File: config.mk
export PLATFORM = sky130hd
export DESIGN_NAME = instruction_fetch_unit_flat
export DESIGN_NICKNAME = d
export VERILOG_FILES = /design/src/rtl/instruction_fetch_unit_pkg.sv /design/src/rtl/instruction_fetch_unit_if.sv /design/src/rtl/instruction_fetch_unit_fifo.sv /design/src/rtl/instruction_fetch_unit.sv /design/src/flat_wrapper.sv
export SDC_FILE = /design/constraint.sdc
export NUM_CORES = 1
export LEC_CHECK = 0
export ABC_AREA = 1
export BUFFER_PORTS_ARGS = -buffer_cell sky130_fd_sc_hd__clkbuf_2
export CORE_UTILIZATION = 29
export CTS_CLUSTER_SIZE = 14
export DETAILED_ROUTE_END_ITERATION = 12
export PLACE_DENSITY = 0.58
export SLEW_MARGIN = 20
export SYNTH_ARGS = -nofsm -noshare
export SYNTH_HDL_FRONTEND = slang
export SYNTH_SLANG_ARGS = --single-unit
File: constraint.sdc
create_clock -name clk -period 2.2 [get_ports clk]
set_input_delay 0.11 -clock clk [delete_from_list [all_inputs] [get_ports clk]]
set_output_delay 0.11 -clock clk [all_outputs]
set_load 0.01 [all_outputs]
File: src/rtl/instruction_fetch_unit_pkg.sv
`default_nettype none
// ============================================================================
// Module   : instruction_fetch_unit_pkg
// Brief    : Shared types and default constants for the instruction fetch unit
// Revision : 1.0 - initial release
// ============================================================================
package instruction_fetch_unit_pkg;

  localparam int unsigned C_ADDR_W     = 8;
  localparam int unsigned C_INSTR_W    = 8;
  localparam int unsigned C_PC_STEP    = 2;
  localparam int unsigned C_FIFO_DEPTH = 2;
  localparam logic [7:0]  C_RESET_PC   = 8'h00;
  localparam logic [7:0]  C_HALT_OP    = 8'hFF;

  // Fetch sequencer states
  typedef enum logic [1:0] {
    ST_IDLE  = 2'd0,
    ST_FETCH = 2'd1,
    ST_HALT  = 2'd2
  } state_t;

  // One prefetch entry as seen by decode
  typedef struct packed {
    logic [C_INSTR_W-1:0] instr;
    logic [C_ADDR_W-1:0]  pc;
  } entry_t;

endpackage
`default_nettype wire

File: src/rtl/instruction_fetch_unit_if.sv
`default_nettype none
// ============================================================================
// Module   : instruction_fetch_unit_if
// Brief    : Memory, branch and decode-handshake signals of the fetch unit
// Revision : 1.0 - initial release
// ============================================================================
interface instruction_fetch_unit_if
  import instruction_fetch_unit_pkg::*;
#(
  parameter int unsigned ADDR_W  = C_ADDR_W,
  parameter int unsigned INSTR_W = C_INSTR_W
);

  logic               fetch_en;
  logic [ADDR_W-1:0]  pc_address;
  logic [INSTR_W-1:0] in_instruction;
  logic               branch_valid;
  logic [ADDR_W-1:0]  branch_target;
  logic               instr_valid;
  logic               instr_ready;
  logic [INSTR_W-1:0] instr_out;
  logic [ADDR_W-1:0]  instr_pc;
  logic               halted;

  // Fetch unit side
  modport master (
    input  fetch_en, in_instruction, branch_valid, branch_target, instr_ready,
    output pc_address, instr_valid, instr_out, instr_pc, halted
  );

  // Environment side (memory, execute, decode)
  modport slave (
    output fetch_en, in_instruction, branch_valid, branch_target, instr_ready,
    input  pc_address, instr_valid, instr_out, instr_pc, halted
  );

endinterface
`default_nettype wire

File: src/rtl/instruction_fetch_unit_fifo.sv
`default_nettype none
// ============================================================================
// Module   : instruction_fetch_unit_fifo
// Brief    : Synchronous prefetch FIFO with flush; push accepted when full if
//            a pop happens in the same cycle
// Revision : 1.0 - initial release
// ============================================================================
module instruction_fetch_unit_fifo #(
  parameter int unsigned WIDTH = 16,
  parameter int unsigned DEPTH = 2
) (
  input  wire logic             clk,
  input  wire logic             reset,
  input  wire logic             i_push,
  input  wire logic             i_pop,
  input  wire logic             i_flush,
  input  wire logic [WIDTH-1:0] i_data,
  output logic      [WIDTH-1:0] o_data,
  output logic                  o_full,
  output logic                  o_empty
);

  localparam int unsigned AW = (DEPTH > 1) ? $clog2(DEPTH) : 1;

  logic [WIDTH-1:0] r_mem [DEPTH];
  logic [AW-1:0]    r_wr_ptr;
  logic [AW-1:0]    r_rd_ptr;
  logic [AW:0]      r_count;
  logic             w_do_push;
  logic             w_do_pop;

  assign o_empty   = (r_count == '0);
  assign o_full    = (r_count == (AW+1)'(DEPTH));
  assign w_do_pop  = i_pop && !o_empty;
  assign w_do_push = i_push && (!o_full || w_do_pop);
  assign o_data    = r_mem[r_rd_ptr];

  // Pointer and occupancy tracking; flush empties without touching storage
  always_ff @(posedge clk) begin
    if (reset || i_flush) begin
      r_wr_ptr <= '0;
      r_rd_ptr <= '0;
      r_count  <= '0;
    end else begin
      if (w_do_push) r_wr_ptr <= r_wr_ptr + AW'(1);
      if (w_do_pop)  r_rd_ptr <= r_rd_ptr + AW'(1);
      case ({w_do_push, w_do_pop})
        2'b10:   r_count <= r_count + (AW+1)'(1);
        2'b01:   r_count <= r_count - (AW+1)'(1);
        default: r_count <= r_count;
      endcase
    end
  end

  // Storage; cleared on reset so the head reads zero until the first push
  always_ff @(posedge clk) begin
    if (reset) begin
      for (int i = 0; i < int'(DEPTH); i++) r_mem[i] <= '0;
    end else if (w_do_push && !i_flush) begin
      r_mem[r_wr_ptr] <= i_data;
    end
  end

endmodule
`default_nettype wire

File: src/rtl/instruction_fetch_unit.sv
`default_nettype none
// ============================================================================
// Module   : instruction_fetch_unit
// Brief    : Program counter, fetch FSM and prefetch queue feeding decode;
//            supports branch redirect and halt-on-opcode
// Revision : 1.0 - initial release
// ============================================================================
module instruction_fetch_unit
  import instruction_fetch_unit_pkg::*;
#(
  parameter int unsigned       ADDR_W     = C_ADDR_W,
  parameter int unsigned       INSTR_W    = C_INSTR_W,
  parameter int unsigned       PC_STEP    = C_PC_STEP,
  parameter int unsigned       FIFO_DEPTH = C_FIFO_DEPTH,
  parameter logic [ADDR_W-1:0] RESET_PC   = ADDR_W'(C_RESET_PC),
  parameter logic [INSTR_W-1:0] HALT_OP   = INSTR_W'(C_HALT_OP)
) (
  input wire logic                 clk,
  input wire logic                 reset,
  instruction_fetch_unit_if.master bus
);

  state_t                     r_state;
  state_t                     w_state_next;
  logic [ADDR_W-1:0]          r_pc;
  logic [ADDR_W-1:0]          w_branch_pc;
  logic                       w_branch;
  logic                       w_push;
  logic                       w_pop;
  logic                       w_flush;
  logic                       w_halted;
  logic                       w_full;
  logic                       w_empty;
  logic [INSTR_W+ADDR_W-1:0]  w_wr_data;
  logic [INSTR_W+ADDR_W-1:0]  w_rd_data;

  // Branches land on even addresses; IDLE ignores redirects
  assign w_branch_pc = bus.branch_target & ~ADDR_W'(1);
  assign w_branch    = bus.branch_valid && (r_state != ST_IDLE);
  assign w_pop       = !w_empty && bus.instr_ready;
  assign w_wr_data   = {bus.in_instruction, r_pc};

  // State register
  always_ff @(posedge clk) begin
    if (reset) r_state <= ST_IDLE;
    else       r_state <= w_state_next;
  end

  // Next-state logic
  always_comb begin
    w_state_next = r_state;
    case (r_state)
      ST_IDLE:  if (bus.fetch_en) w_state_next = ST_FETCH;
      ST_FETCH: begin
        if (w_branch)
          w_state_next = ST_FETCH;
        else if (w_push && (bus.in_instruction == HALT_OP))
          w_state_next = ST_HALT;
      end
      ST_HALT:  if (w_branch) w_state_next = ST_FETCH;
      default:  w_state_next = ST_IDLE;
    endcase
  end

  // Output decode: push while fetching unless redirected or blocked by a full queue
  always_comb begin
    w_push   = 1'b0;
    w_flush  = w_branch;
    w_halted = (r_state == ST_HALT);
    if ((r_state == ST_FETCH) && !w_branch && (!w_full || w_pop))
      w_push = 1'b1;
  end

  // Program counter: redirect beats sequential advance; holds on stall
  always_ff @(posedge clk) begin
    if (reset)         r_pc <= RESET_PC;
    else if (w_branch) r_pc <= w_branch_pc;
    else if (w_push)   r_pc <= r_pc + ADDR_W'(PC_STEP);
  end

  instruction_fetch_unit_fifo #(
    .WIDTH (INSTR_W + ADDR_W),
    .DEPTH (FIFO_DEPTH)
  ) u_fifo (
    .clk     (clk),
    .reset   (reset),
    .i_push  (w_push),
    .i_pop   (w_pop),
    .i_flush (w_flush),
    .i_data  (w_wr_data),
    .o_data  (w_rd_data),
    .o_full  (w_full),
    .o_empty (w_empty)
  );

  assign bus.pc_address  = r_pc;
  assign bus.instr_valid = !w_empty;
  assign bus.instr_out   = w_rd_data[INSTR_W+ADDR_W-1:ADDR_W];
  assign bus.instr_pc    = w_rd_data[ADDR_W-1:0];
  assign bus.halted      = w_halted;

endmodule
`default_nettype wire

File: src/flat_wrapper.sv
// flat-port wrapper written by rule: the top's interface ports become plain ports
module instruction_fetch_unit_flat import instruction_fetch_unit_pkg::*;
#(
  parameter int unsigned       ADDR_W     = C_ADDR_W,
  parameter int unsigned       INSTR_W    = C_INSTR_W,
  parameter int unsigned       PC_STEP    = C_PC_STEP,
  parameter int unsigned       FIFO_DEPTH = C_FIFO_DEPTH,
  parameter logic [ADDR_W-1:0] RESET_PC   = ADDR_W'(C_RESET_PC),
  parameter logic [INSTR_W-1:0] HALT_OP   = INSTR_W'(C_HALT_OP)
)
  (clk, reset, bus_fetch_en, bus_in_instruction, bus_branch_valid, bus_branch_target, bus_instr_ready, bus_pc_address, bus_instr_valid, bus_instr_out, bus_instr_pc, bus_halted);
  instruction_fetch_unit_if #(.ADDR_W(ADDR_W), .INSTR_W(INSTR_W)) bus_i ();
  input wire logic clk;
  input wire logic reset;
  input wire logic [$bits(bus_i.fetch_en)-1:0] bus_fetch_en;
  input wire logic [$bits(bus_i.in_instruction)-1:0] bus_in_instruction;
  input wire logic [$bits(bus_i.branch_valid)-1:0] bus_branch_valid;
  input wire logic [$bits(bus_i.branch_target)-1:0] bus_branch_target;
  input wire logic [$bits(bus_i.instr_ready)-1:0] bus_instr_ready;
  output wire logic [$bits(bus_i.pc_address)-1:0] bus_pc_address;
  output wire logic [$bits(bus_i.instr_valid)-1:0] bus_instr_valid;
  output wire logic [$bits(bus_i.instr_out)-1:0] bus_instr_out;
  output wire logic [$bits(bus_i.instr_pc)-1:0] bus_instr_pc;
  output wire logic [$bits(bus_i.halted)-1:0] bus_halted;
  assign bus_i.fetch_en = bus_fetch_en;
  assign bus_i.in_instruction = bus_in_instruction;
  assign bus_i.branch_valid = bus_branch_valid;
  assign bus_i.branch_target = bus_branch_target;
  assign bus_i.instr_ready = bus_instr_ready;
  assign bus_pc_address = bus_i.pc_address;
  assign bus_instr_valid = bus_i.instr_valid;
  assign bus_instr_out = bus_i.instr_out;
  assign bus_instr_pc = bus_i.instr_pc;
  assign bus_halted = bus_i.halted;
  instruction_fetch_unit #(.ADDR_W(ADDR_W), .INSTR_W(INSTR_W), .PC_STEP(PC_STEP), .FIFO_DEPTH(FIFO_DEPTH), .RESET_PC(RESET_PC), .HALT_OP(HALT_OP)) u_core (.clk(clk), .reset(reset), .bus(bus_i));
endmodule
==> results.py <==
metrics = {
    "outcome": {
        "status": "finished clean",
    },
    "cells_and_area": {
        "postLayoutCellArea_um2": 2572,
        "fin_nets": 296,
        "fill_cells": 745,
        "drive_gt1_frac": 0.3066,
        "syn2layout_area_growth_pct": 19.88,
        "final_common_cell": "clkbuf_2",
        "n_antenna_cell": 0,
        "final_cell_mix": "43 x clkbuf_2, 39 x nor2_1, 38 x nand2_1",
    },
    "sta": {
        "finalSetupViolCount": 0,
        "worst_hold_slack_ps": 25.35,
        "finalCritPeriodShare": 0.7880,
        "hold_violations": 0,
        "slew_violations": 0,
        "skew_ps": 5.616,
        "tns_ps": 0,
        "period_minus_slack_ps": 1733,
        "rsz0062_at_grt": "no",
        "fmax_mhz": 576.9,
    },
    "min_path": {
        "min_from": "bus_branch_target[4]",
        "whs_endpoint": "u_core.bus.pc_address[4]",
        "hold_depth": 3,
        "hp-class": "input port to flip-flop",
    },
    "worst_setup_path": {
        "r2r-start": "u_core.u_fifo.r_count[0]",
        "reg2regPathDepth": 7,
        "crit_start": "u_core.u_fifo.r_count[0]",
        "critical_path_class": "flip-flop to flip-flop",
        "crit_path_start_kind": "flip-flop",
        "cp-end-kind": "flip-flop",
        "critPathRequiredTime_ps": 2360,
        "worstPathMaxFanout": 15,
        "cp_data_arrival_time_ps": 1890,
        "r2r_slack_ps": 470,
        "worstReg2RegEnd": "u_core.u_fifo.r_mem[0][4]",
    },
    "die": {
        "fp.dieW_um": 88.02,
        "start_util": 0.3073,
        "die_area_um2": 7748,
        "rows": 30,
        "die_y_um": 88.02,
        "pin_count": 47,
        "core_area_um2": 6982,
    },
    "routing": {
        "drc": 0,
        "wl_met1_mm": 2.040,
        "drt_pass1_iterations": 4,
        "finalWirelength_mm": 4.481,
        "avgViaCountPerCell": 4.327,
        "vias": 1601,
        "drt_iter0_drc": 66,
        "dr_wl_met2_mm": 2.131,
        "drtAntennaViolNets": 0,
        "wl_per_cell_um": 12.11,
        "route.met3.wl_um": 254,
        "top_layer": "met4",
    },
    "yosys": {
        "syn_avg_cell_area_um2": 9.537,
        "ys_seq_area_frac": 0.5504,
        "ys_top_cells_by_area": "edfxtp_1 42%, dfxtp_1 13%, mux2_2 7.9%, nor2_1 6.8%, nand2_1 6.6%",
        "yosys.area.top_type": "edfxtp_1",
        "synth_top_cell_area_share": 0.4198,
        "ys_warn_count": 0,
        "synth.distinct_cells": 28,
        "syn-cell-area_um2": 2146,
        "synthCells": 225,
        "ys_ff_latch": 44,
    },
    "clock_tree": {
        "tritoncts": "done",
        "htreeDepth": 2,
        "clock_sinks": 44,
        "clk_latency_ps": 300,
        "cts_resized": 0,
        "hold_buffers": 0,
        "root_buffer": "clkbuf_8",
        "clk_pin_slew_worst_paths_ps": 80,
        "post-cts-setup-buffers": 0,
        "numCtsBuffers": 5,
        "clk_path_buf_depth": 2,
    },
    "placed_design": {
        "portBuffers": 43,
        "dp_hpwl_mm": 3.159,
        "placed_cell_area_um2": 2461,
        "place_congestion": 0.7672,
    },
    "global_route": {
        "grt_max_degree": 16,
        "antenna_found_initial": 0,
        "overflow": 0,
        "grt_usage": 0.1271,
        "grt_pass1_vias": 1503,
        "grt_pass1_wl_mm": 7.148,
    },
    "power": {
        "ir_drop_mv": 0.3754,
        "leakagePower_nw": 1.118,
        "totalPowerFinal_w": 0.001866,
        "powerDensity_nw_per_um2": 725.5,
    },
    "flow_run": {
        "cap_violations": 0,
    },
}
## synthesized netlist by cell type
cell      instances
or2_1             1
nand3_1           7
nand3b_1          1
conb_1            1
or2_2             1
nor3_4            1
nor2_4            1
a31oi_1           1
edfxtp_1         30
clkbuf_1          4
ha_1              2
inv_1            26
xor2_1            3
dfxtp_1          14
buf_4             2
nor2_1           39
o31ai_1           1
nand2_4           1
buf_6             1
nand4_1           1
nand2_1          38
a21oi_1          13
o21ai_0           9
clkinv_1          1
or2_4             1
buf_12            1
nor2_2            9
mux2_2           15
## stage by stage
step | setup WS [ps] | instances | utilization
floorplan | 312.0 | 226 | -
global placement | 523.3 | 362 | 0.3525
detailed placement | 463.9 | 362 | 0.3525
CTS | 432.1 | 370 | 0.3685
global route | 332.0 | 370 | 0.3685
finish | 466.5 | 370 | 0.3685
## critical path, cell delays in order, from the launching register on
cell and delay [ps]:
dfxtp_1 390, inv_1 70, nand3b_1 210, nand2_4 130
or2_4 250, or2_1 210, buf_4 210, nor2_1 120
## cell families after synthesis
kind of cell	synth area share
AND/OR/NAND/NOR	0.2117
flip-flops	0.5504
buffers and inverters	0.07579
AO/OA/AOI/OAI	0.05773
multiplexers	0.07872
XOR/XNOR	0.01225
adder cells (fa/ha/maj)	0.01166
other	0.001748
## layout make-up
type / count / area (um2) / share of cell area
clock buffers: 5 / 68.82 / 0.02675
clock inverters: 3 / 42.54 / 0.01654
inverters: 27 / 101.3 / 0.03940
multi-input cells: 147 / 805.8 / 0.3132
flip-flops and latches: 44 / 1181 / 0.4591
well taps: 96 / 120.1 / 0.04669
repair buffers: 48 / 252.7 / 0.09825
## worst max path at each step
stage	slack, ps	endpoint
3_3_place_gp	520	u_core.u_fifo.r_mem[0][4]
3_5_place_dp	460	u_core.u_fifo.r_mem[0][4]
6_report	470	u_core.u_fifo.r_mem[0][4]
4_1_cts	430	u_core.u_fifo.r_mem[0][4]
2_1_floorplan	310	u_core.u_fifo.r_mem[1][10]
5_1_grt	330	u_core.u_fifo.r_mem[0][4]
## registers in the layout, summed over array words and instances, names as in the netlist, named ones only
| register | cells |
|---|---|
| u_core.bus.pc_address | 7 |
| u_core.r_state | 2 |
| u_core.u_fifo.r_count | 2 |
| u_core.u_fifo.r_mem | 30 |
| u_core.u_fifo.r_rd_ptr | 1 |
| u_core.u_fifo.r_wr_ptr | 1 |
## layer usage
metal	up-vias	global-route usage
li1	823	-
met1	731	0.1501
met2	41	0.2171
met3	6	0.04147
met4	0	0.04399
met5	-	0
## where the power goes
part           switching (W)  total, W  leakage, nW  internal [W]
logic               0.000165  0.000281        0.634      0.000116
registers          0.0000325  0.000965        0.427      0.000933
clock network       0.000283  0.000620       0.0558      0.000336
(Power assumes the default switching activity.)
